`src/rtl/mac_eval_pkg.sv`:
```
// Shared widths, FSM states and saturation limit
// for the MAC error monitor.
package mac_eval_pkg;

  localparam int DEF_BIT_WIDTH = 8;
  localparam int DEF_OUT_WIDTH = 32;
  localparam int DEF_CNT_WIDTH = 32;
  localparam int DEF_ERR_WIDTH = 48;

  typedef enum logic [1:0] {
    IDLE,
    RUN,
    DRAIN,
    DONE
  } state_t;

  localparam logic [DEF_ERR_WIDTH-1:0] ERR_SAT = '1;

endpackage

```
`src/rtl/mac_exact_ref.sv`:
```
// Two-stage exact MAC reference: stage 1 holds exact
// and observed sums, stage 2 holds |diff| and mismatch.
module mac_exact_ref
  import mac_eval_pkg::*;
#(
  parameter int BIT_WIDTH = DEF_BIT_WIDTH,
  parameter int OUT_WIDTH = DEF_OUT_WIDTH
) (
  input  logic                 clk,
  input  logic                 rst_n,
  input  logic                 valid_i,
  input  logic [BIT_WIDTH-1:0] weight_i,
  input  logic [BIT_WIDTH-1:0] inp_i,
  input  logic [OUT_WIDTH-1:0] psum_i,
  input  logic [OUT_WIDTH-1:0] dut_sum_i,
  output logic                 s1_valid_o,
  output logic                 s2_valid_o,
  output logic [OUT_WIDTH:0]   abs_err_o,
  output logic                 mismatch_o
);

  logic [2*BIT_WIDTH-1:0] prod;
  logic [OUT_WIDTH-1:0]   exact_d;
  logic                   s1_v_q;
  logic [OUT_WIDTH-1:0]   s1_exact_q;
  logic [OUT_WIDTH-1:0]   s1_dut_q;
  logic [OUT_WIDTH:0]     diff;
  logic [OUT_WIDTH:0]     abs_d;
  logic                   s2_v_q;
  logic [OUT_WIDTH:0]     s2_abs_q;
  logic                   s2_mis_q;

  assign prod    = weight_i * inp_i;
  assign exact_d = OUT_WIDTH'(prod) + psum_i;

  // Difference is signed OUT_WIDTH+1, so negation never overflows.
  always_comb begin
    diff  = {1'b0, s1_dut_q} - {1'b0, s1_exact_q};
    abs_d = diff[OUT_WIDTH] ? (~diff + 1'b1) : diff;
  end

  // Stage 1: exact result alongside the observed sum.
  always_ff @(posedge clk) begin
    if (!rst_n) begin
      s1_v_q     <= 1'b0;
      s1_exact_q <= '0;
      s1_dut_q   <= '0;
    end else begin
      s1_v_q <= valid_i;
      if (valid_i) begin
        s1_exact_q <= exact_d;
        s1_dut_q   <= dut_sum_i;
      end
    end
  end

  // Stage 2: absolute error and mismatch flag.
  always_ff @(posedge clk) begin
    if (!rst_n) begin
      s2_v_q   <= 1'b0;
      s2_abs_q <= '0;
      s2_mis_q <= 1'b0;
    end else begin
      s2_v_q <= s1_v_q;
      if (s1_v_q) begin
        s2_abs_q <= abs_d;
        s2_mis_q <= (s1_dut_q != s1_exact_q);
      end
    end
  end

  assign s1_valid_o = s1_v_q;
  assign s2_valid_o = s2_v_q;
  assign abs_err_o  = s2_abs_q;
  assign mismatch_o = s2_mis_q;

endmodule

```
`src/rtl/mac_error_monitor.sv`:
```
// Run controller and error statistics for checking
// an approximate MAC against its exact result.
module mac_error_monitor
  import mac_eval_pkg::*;
#(
  parameter int BIT_WIDTH = DEF_BIT_WIDTH,
  parameter int OUT_WIDTH = DEF_OUT_WIDTH,
  parameter int CNT_WIDTH = DEF_CNT_WIDTH,
  parameter int ERR_WIDTH = DEF_ERR_WIDTH
) (
  input  logic                 clk,
  input  logic                 rst_n,
  input  logic                 start,
  input  logic [CNT_WIDTH-1:0] num_samples,
  input  logic                 in_valid,
  output logic                 in_ready,
  input  logic [BIT_WIDTH-1:0] weight,
  input  logic [BIT_WIDTH-1:0] inp,
  input  logic [OUT_WIDTH-1:0] partial_sum_in,
  input  logic [OUT_WIDTH-1:0] dut_sum,
  output logic                 busy,
  output logic                 done,
  output logic [CNT_WIDTH-1:0] sample_count,
  output logic [CNT_WIDTH-1:0] err_count,
  output logic [ERR_WIDTH-1:0] sum_abs_err,
  output logic [OUT_WIDTH:0]   max_abs_err
);

  state_t               state_q, state_d;
  logic [CNT_WIDTH-1:0] num_q;
  logic [CNT_WIDTH-1:0] cnt_q;
  logic [CNT_WIDTH-1:0] err_q;
  logic [ERR_WIDTH-1:0] sum_q;
  logic [OUT_WIDTH:0]   max_q;
  logic                 fire;
  logic                 start_ok;
  logic                 s1_v, s2_v, mis;
  logic [OUT_WIDTH:0]   abs_err;
  logic [ERR_WIDTH:0]   sum_ext;

  assign fire     = in_valid && in_ready;
  assign start_ok = start && (state_q == IDLE || state_q == DONE);
  assign sum_ext  = {1'b0, sum_q} + (ERR_WIDTH+1)'(abs_err);

  mac_exact_ref #(
    .BIT_WIDTH(BIT_WIDTH),
    .OUT_WIDTH(OUT_WIDTH)
  ) u_ref (
    .clk       (clk),
    .rst_n     (rst_n),
    .valid_i   (fire),
    .weight_i  (weight),
    .inp_i     (inp),
    .psum_i    (partial_sum_in),
    .dut_sum_i (dut_sum),
    .s1_valid_o(s1_v),
    .s2_valid_o(s2_v),
    .abs_err_o (abs_err),
    .mismatch_o(mis)
  );

  // State register.
  always_ff @(posedge clk) begin
    if (!rst_n) state_q <= IDLE;
    else        state_q <= state_d;
  end

  // Next state: leave RUN on the edge of the final transfer.
  always_comb begin
    state_d = state_q;
    unique case (state_q)
      IDLE, DONE: begin
        if (start)
          state_d = (num_samples == '0) ? DRAIN : RUN;
      end
      RUN: begin
        if (fire && (cnt_q + CNT_WIDTH'(1) == num_q))
          state_d = DRAIN;
      end
      DRAIN: begin
        if (!s1_v && !s2_v) state_d = DONE;
      end
      default: state_d = IDLE;
    endcase
  end

  // Status outputs decoded from state.
  always_comb begin
    busy     = (state_q == RUN) || (state_q == DRAIN);
    done     = (state_q == DONE);
    in_ready = (state_q == RUN) && (cnt_q < num_q);
  end

  // Run length latch, sample counter and statistics.
  always_ff @(posedge clk) begin
    if (!rst_n) begin
      num_q <= '0;
      cnt_q <= '0;
      err_q <= '0;
      sum_q <= '0;
      max_q <= '0;
    end else if (start_ok) begin
      num_q <= num_samples;
      cnt_q <= '0;
      err_q <= '0;
      sum_q <= '0;
      max_q <= '0;
    end else begin
      if (fire) cnt_q <= cnt_q + CNT_WIDTH'(1);
      if (s2_v) begin
        if (mis) err_q <= err_q + CNT_WIDTH'(1);
        sum_q <= sum_ext[ERR_WIDTH] ? '1 : sum_ext[ERR_WIDTH-1:0];
        if (abs_err > max_q) max_q <= abs_err;
      end
    end
  end

  assign sample_count = cnt_q;
  assign err_count    = err_q;
  assign sum_abs_err  = sum_q;
  assign max_abs_err  = max_q;

endmodule

```
`config.mk`:
```
export PLATFORM = sky130hd
export DESIGN_NAME = mac_error_monitor
export DESIGN_NICKNAME = d
export VERILOG_FILES = /design/src/rtl/mac_eval_pkg.sv /design/src/rtl/mac_exact_ref.sv /design/src/rtl/mac_error_monitor.sv
export SDC_FILE = /design/constraint.sdc
export NUM_CORES = 1
export LEC_CHECK = 0
export CORE_MARGIN = 3
export CORE_UTILIZATION = 30
export DETAILED_ROUTE_END_ITERATION = 16
export GPL_TIMING_DRIVEN = 0
export PLACE_DENSITY = 0.56
export SKIP_CTS_REPAIR_TIMING = 1
export SYNTH_ARGS = -nofsm -noshare
export SYNTH_HDL_FRONTEND = slang
export SYNTH_SLANG_ARGS = --single-unit
```
`constraint.sdc`:
```
create_clock -name clk -period 12.86 [get_ports clk]
set_input_delay 3.215 -clock clk [delete_from_list [all_inputs] [get_ports clk]]
set_output_delay 3.215 -clock clk [all_outputs]
set_load 0.005 [all_outputs]
```
# == Word-level counts from Yosys, hierarchy flattened ==
# Index checks and enable logic that the tools add are counted.
# totals
regBits,279
out_inout_bits,148
# classes
add_sub_neg,6
multipliers,1
order_cmp,2
n_eq_ne,8
mux,7
n_bitwise,2
n_reduce_logical,16
# op_table
operator,n
32-bit by 1-bit adder with 32-bit output (second input constant),2
48-bit by 33-bit adder with 49-bit output,1
48-bit two-way mux,1
33-bit by 1-bit adder with 33-bit output (second input constant),1
33-bit greater-than comparator,1
33-bit two-way mux,1
33-bit inverter,1
32-bit by 32-bit subtractor with 33-bit output,1
16-bit by 32-bit adder with 32-bit output,1
32-bit == test,1
32-bit zero test,1
32-bit less-than comparator,1
32-bit inequality test,1
8-bit by 8-bit multiplier with 16-bit output,1
2-bit two-way mux,4
2-bit inequality test (second input constant),3
2-bit case mux with 3 select lines,1
1-bit logical AND,5
2-bit == test (second input constant),2
2-bit AND reduction,2
2-bit OR reduction,2
3-bit AND reduction,1
2-bit by 1-bit == test with 1-bit output (second input constant),1
1-bit zero test,2
other kinds (3),4

# == Longest topological paths before layout ==
# logic_depth
depth_word,6
depth_mapped,22
ltp_nobuf,21

# == Cells and area by module ==
# Synthesis repeated with hierarchy kept, for this count alone.
# unflattened
hier_cells,2644
hier_area_um2,21066.5
# by_module_without_submodules
mod,instances,cells_per_inst,area_per_inst_um2
mac_error_monitor,1,1486,11821.3
mac_exact_ref,1,1158,9245.1

# == Least setup slack after synthesis ==
# Ideal clock, no wire load.
# synth_path
kind,input to register
startpoint,input inp[1]
endpoint,register u_ref.s1_exact_q[27]
arrival_ns,7.743
path_slack_ns,5.026
stages,18
n_path_buf,1
path_cell_list,clkbuf_1 > nand2_1 > fa_1 > inv_1 > fa_1 > inv_1 > fa_1 > fa_1 > inv_1 > ha_1 > o21ai_0 > a21boi_0 > o21bai_1 > o31a_1 > a211oi_1 > nand2_1 > or3_1 > a311oi_1
# synth_between
elab_chain_cells,2
# synth_lines
item,line_no,rtl
start: declaration,mac_error_monitor.sv:18,"input logic [BIT_WIDTH-1:0] inp,"
8-bit by 8-bit multiplier with 16-bit output,mac_exact_ref.sv:33,assign prod = weight_i * inp_i;
16-bit by 32-bit adder with 32-bit output,mac_exact_ref.sv:34,assign exact_d = OUT_WIDTH'(prod) + psum_i;
end signal: assignment,mac_exact_ref.sv:51,s1_exact_q <= exact_d;
end: declaration,mac_exact_ref.sv:25,logic [OUT_WIDTH-1:0] s1_exact_q;
# No other way between the ends.
# A chain may end at the register's enable or synchronous reset.

# == Final worst setup path ==
# layout_path
startpoint,input weight[5]
endpoint,register u_ref.s1_exact_q[27]
# layout_between
elab_chain_cells,2
# layout_lines
item,line_no,rtl
start: declaration,mac_error_monitor.sv:17,"input logic [BIT_WIDTH-1:0] weight,"
8-bit by 8-bit multiplier with 16-bit output,mac_exact_ref.sv:33,
16-bit by 32-bit adder with 32-bit output,mac_exact_ref.sv:34,
# No other way between the ends.

==> results.py <==
metrics = {
    "die": {
        "die_x_um": 269.5,
        "floorplan.die_area_um2": 72610,
        "ioPinCount": 264,
        "initial_core_util_pct": 30.63,
        "die_y_um": 269.5,
        "core_area_um2": 67990,
        "core.rowCount": 95,
    },
    "clocking": {
        "clock_tree_from_tritoncts": "built",
        "clock_transition_at_the_register_clock_pins_on_the_worst_setup_and_hold_paths_after_cts_ps": 60,
        "ctsLongestPathBuffers": 3,
        "clkSinkCount": 279,
        "cts_htree_levels": 2,
        "cts-buffers-inserted": 35,
        "cts.root.buffer_cell": "sky130_fd_sc_hd__clkbuf_16",
        "clock_insertion_delay_worst_skew_ps": 550,
    },
    "global_routing": {
        "via_count_of_the_first_global_routing_pass": 18180,
        "grt_overflow_total": 0,
        "grt_max_degree": 14,
        "grt_pass1_wl_um": 103600,
        "number_of_antenna_violations_at_the_first_check_in_global_routing": 4,
        "grtUsageTotal_pct": 17.69,
    },
    "timing": {
        "fmax_mhz": 119.7,
        "post-route-min-period_ps": 8355,
        "finalSetupViolations": 0,
        "fin_worst_skew_ps": 16.04,
        "fin_ws_ps": 4505,
        "rsz0062_at_grt": "no",
        "min_period_over_period_pct": 64.97,
        "timing.max_slew.rel_slack_pct": 28.61,
        "final.setup.tns_ps": 0,
        "finalHoldViolCount": 0,
        "max_slew_violation_count": 0,
        "timing_worst_slew_pin_value_ps": 1067,
    },
    "cells_and_area": {
        "leading_cell_types_in_the_layout_fill_and_taps_excluded": "279 x sky130_fd_sc_hd__dfxtp_1, 262 x sky130_fd_sc_hd__nor2_1, 260 x sky130_fd_sc_hd__clkdlybuf4s50_1, 236 x sky130_fd_sc_hd__inv_1, 231 x sky130_fd_sc_hd__a21oi_1",
        "fillers": 7239,
        "drive_above_1_share_pct": 4.475,
        "layout-area-overhead-vs-synth_pct": 23.37,
        "mostFrequentLayoutCell": "sky130_fd_sc_hd__dfxtp_1",
        "layout.nets": 3271,
    },
    "critical_path": {
        "path_class": "input port to flop",
        "critPathCaptureType": "flop",
        "worst_setup_path_start_kind": "input port",
        "cpMostUsedCell": "sky130_fd_sc_hd__fa_1",
        "critPathLaunch": "weight[5]",
        "max_stage_delay_ps": 680,
        "worst_path_required_time_ps": 13320,
        "worst-path-max-fanout": 8,
        "crit_path_top_delay_cell": "sky130_fd_sc_hd__clkdlybuf4s50_1",
        "beginning_of_the_worst_register_to_register_path": "sample_count[25]$_SDFFE_PP0P_",
        "timing.critical_path.cells": "clkdlybuf4s50_1, nand2_1, fa_1, inv_1, fa_1, inv_1, fa_1, fa_1, inv_1, ha_1, o21ai_0, a21boi_0, o21bai_1, o31a_1, a211oi_1, nand2_1, or3_1, a311oi_1",
        "arrival_ps": 8810,
    },
    "run": {
        "cap_viol_max_count": 0,
    },
    "power_and_ir_drop": {
        "switching_share_pct": 45.46,
        "cellLeakagePower_nw": 10.22,
        "power.total_mw": 4.769,
        "p_sw_mw": 2.168,
        "power.clock.fraction_pct": 20.4,
        "power_frac_seq_pct": 21.7,
        "cell_internal_pwr_mw": 2.601,
        "vdd_drop_max_uv": 116.9,
        "power.combinational.fraction_pct": 57.9,
        "power.density_cell_area_nw_per_um2": 185.6,
    },
    "yosys": {
        "synth_enable_flop_cells": 0,
        "netlist.area_leader.share_pct": 26.82,
        "post-synth-top-area-cell": "sky130_fd_sc_hd__dfxtp_1",
        "synthFlopType": "sky130_fd_sc_hd__dfxtp_1",
        "postSynthNetCount": 2974,
        "seq_cells_post_synth": 279,
        "ys.warnings.count": 0,
        "postSynthAreaPerCell_um2": 7.920,
        "synth.cell_area_um2": 20820,
        "synth_area_leaders": "sky130_fd_sc_hd__dfxtp_1 27%, sky130_fd_sc_hd__ha_1 11%, sky130_fd_sc_hd__a21oi_1 5.6%",
        "seq_area_frac_synth_pct": 26.82,
        "synth_cells": 2629,
        "ys_types": 91,
        "share_of_flip_flops_with_an_asynchronous_set_or_reset_after_synthesis_pct": 0,
    },
    "detailed_routing": {
        "post_drt_via_cell_ratio": 4.914,
        "drt.antenna.violating_nets": 0,
        "first_iter_violations": 940,
        "avgRoutedWirePerCell_um": 17.08,
        "routed-via-count": 19040,
        "routed_wl_um": 66160,
        "drtPass1Iterations": 4,
        "drc_errors": 0,
    },
    "run_status": {
        "status": "completed",
    },
    "hold_path": {
        "min-delay-path-class": "flop to flop",
        "hp-start": "num_q[0]$_SDFFE_PN0P_",
    },
    "placed_design": {
        "gpl.final_weighted_congestion": 0.9111,
        "hpwl_um": 53590,
        "post-place-ws_ps": 3887,
        "io_buffers": 260,
    },
}
[area by class of cell]
| type | instances | area (um2) | area share (%) |
|---|---|---|---|
| sequential | 279 | 5585 | 21.74 |
| antenna | 3 | 7.507 | 0.02922 |
| timing repair buffer | 260 | 2603 | 10.13 |
| inverter | 236 | 885.9 | 3.448 |
| clock buffer | 41 | 918.4 | 3.575 |
| multi-input combinational | 1997 | 13840 | 53.86 |
| clock inverter | 20 | 186.4 | 0.7257 |
| tap | 921 | 1152 | 4.486 |
| buffer | 117 | 515.5 | 2.007 |
[sequential cells by signal, summed over array words and instances (netlist names), 32 cells and up]
| name | flops |
|---|---|
| err_count | 32 |
| max_abs_err | 33 |
| num_q | 32 |
| sample_count | 32 |
| sum_abs_err | 48 |
| u_ref.abs_err_o | 33 |
| u_ref.s1_dut_q | 32 |
| u_ref.s1_exact_q | 32 |
[routing by layer]
metal / up-vias / wire length [um] / global-route usage [%]
li1: 9752 / - / -
met1: 8832 / 31720 / 23.86
met2: 373 / 30050 / 29.37
met3: 80 / 2780 / 2.676
met4: 0 / 1609 / 4.867
met5: - / 0 / 0
[Yosys cell counts (13+ instances only)]
master,count
sky130_fd_sc_hd__o211ai_1,21
sky130_fd_sc_hd__nand2_1,225
sky130_fd_sc_hd__a31oi_1,18
sky130_fd_sc_hd__clkbuf_1,84
sky130_fd_sc_hd__o21a_1,17
sky130_fd_sc_hd__xor2_1,96
sky130_fd_sc_hd__buf_2,19
sky130_fd_sc_hd__a211oi_1,34
sky130_fd_sc_hd__nor2_1,262
sky130_fd_sc_hd__a21o_1,51
sky130_fd_sc_hd__inv_1,236
sky130_fd_sc_hd__dfxtp_1,279
sky130_fd_sc_hd__or3_1,19
sky130_fd_sc_hd__nand2b_1,17
sky130_fd_sc_hd__a21oi_1,231
sky130_fd_sc_hd__nor2b_1,13
sky130_fd_sc_hd__nor4_1,26
sky130_fd_sc_hd__nor3_1,47
sky130_fd_sc_hd__mux2i_1,45
sky130_fd_sc_hd__nand4_1,45
sky130_fd_sc_hd__and2_1,52
sky130_fd_sc_hd__ha_1,177
sky130_fd_sc_hd__and3_1,35
sky130_fd_sc_hd__o21ai_0,153
sky130_fd_sc_hd__fa_1,52
sky130_fd_sc_hd__nand3_1,83
sky130_fd_sc_hd__xnor2_1,101
[logic make-up (layout without fill, tap and decap cells)]
kind of cell / Yosys count / count (layout) / share of synthesized area [%]
fa+ha+maj: 229 / 229 / 15.64
other cells: 0 / 3 / 0
mux: 49 / 49 / 2.379
compound gates: 649 / 649 / 19.75
buf+inv: 353 / 674 / 6.730
flops: 279 / 279 / 26.82
xor+xnor: 197 / 197 / 8.286
simple gates: 873 / 873 / 20.40
[stage by stage]
step / hold slack (ps) / std cells / cell area [um2] / utilization, %
floorplan: 437.5 / 2629 / 20820 / -
global placement: 458.8 / 3810 / 24580 / 36.15
detailed placement: 466.0 / 3810 / 24580 / 36.15
CTS: 474.2 / 3871 / 25680 / 37.77
global route: 501.0 / 3872 / 25680 / 37.78
finish: 472.2 / 3874 / 25690 / 37.78
[worst max-delay path: cells and delay by family]
kind,cells,cell delay [ps]
compound gates,6,1670
buf+inv,4,820
simple gates,3,750
fa+ha+maj,5,2330
[path summary, 6_finish.rpt]
| kind | endpoint | slack (ps) | cells past startpoint |
|---|---|---|---|
| max reg2reg | sample_count[19]$_SDFFE_PP0P_ | 8550 | 13 |
| max | u_ref.s1_exact_q[27]$_SDFFE_PN0P_ | 4500 | 18 |
| min | num_q[0]$_SDFFE_PN0P_ | 470 | 2 |
| min reg2reg | num_q[0]$_SDFFE_PN0P_ | 470 | 2 |
[power groups by stage]
stage,logic (mW),clock network [mW],registers (mW)
final,2.76,0.973,1.03
after floorplan,2.08,0,1.02
after global placement,2.74,0,1.05
after CTS,2.76,1.00,1.03
after global routing,3.09,1.03,1.04
after detailed placement,2.74,0,1.05
No activity file was read; power rests on OpenSTA's default activity.
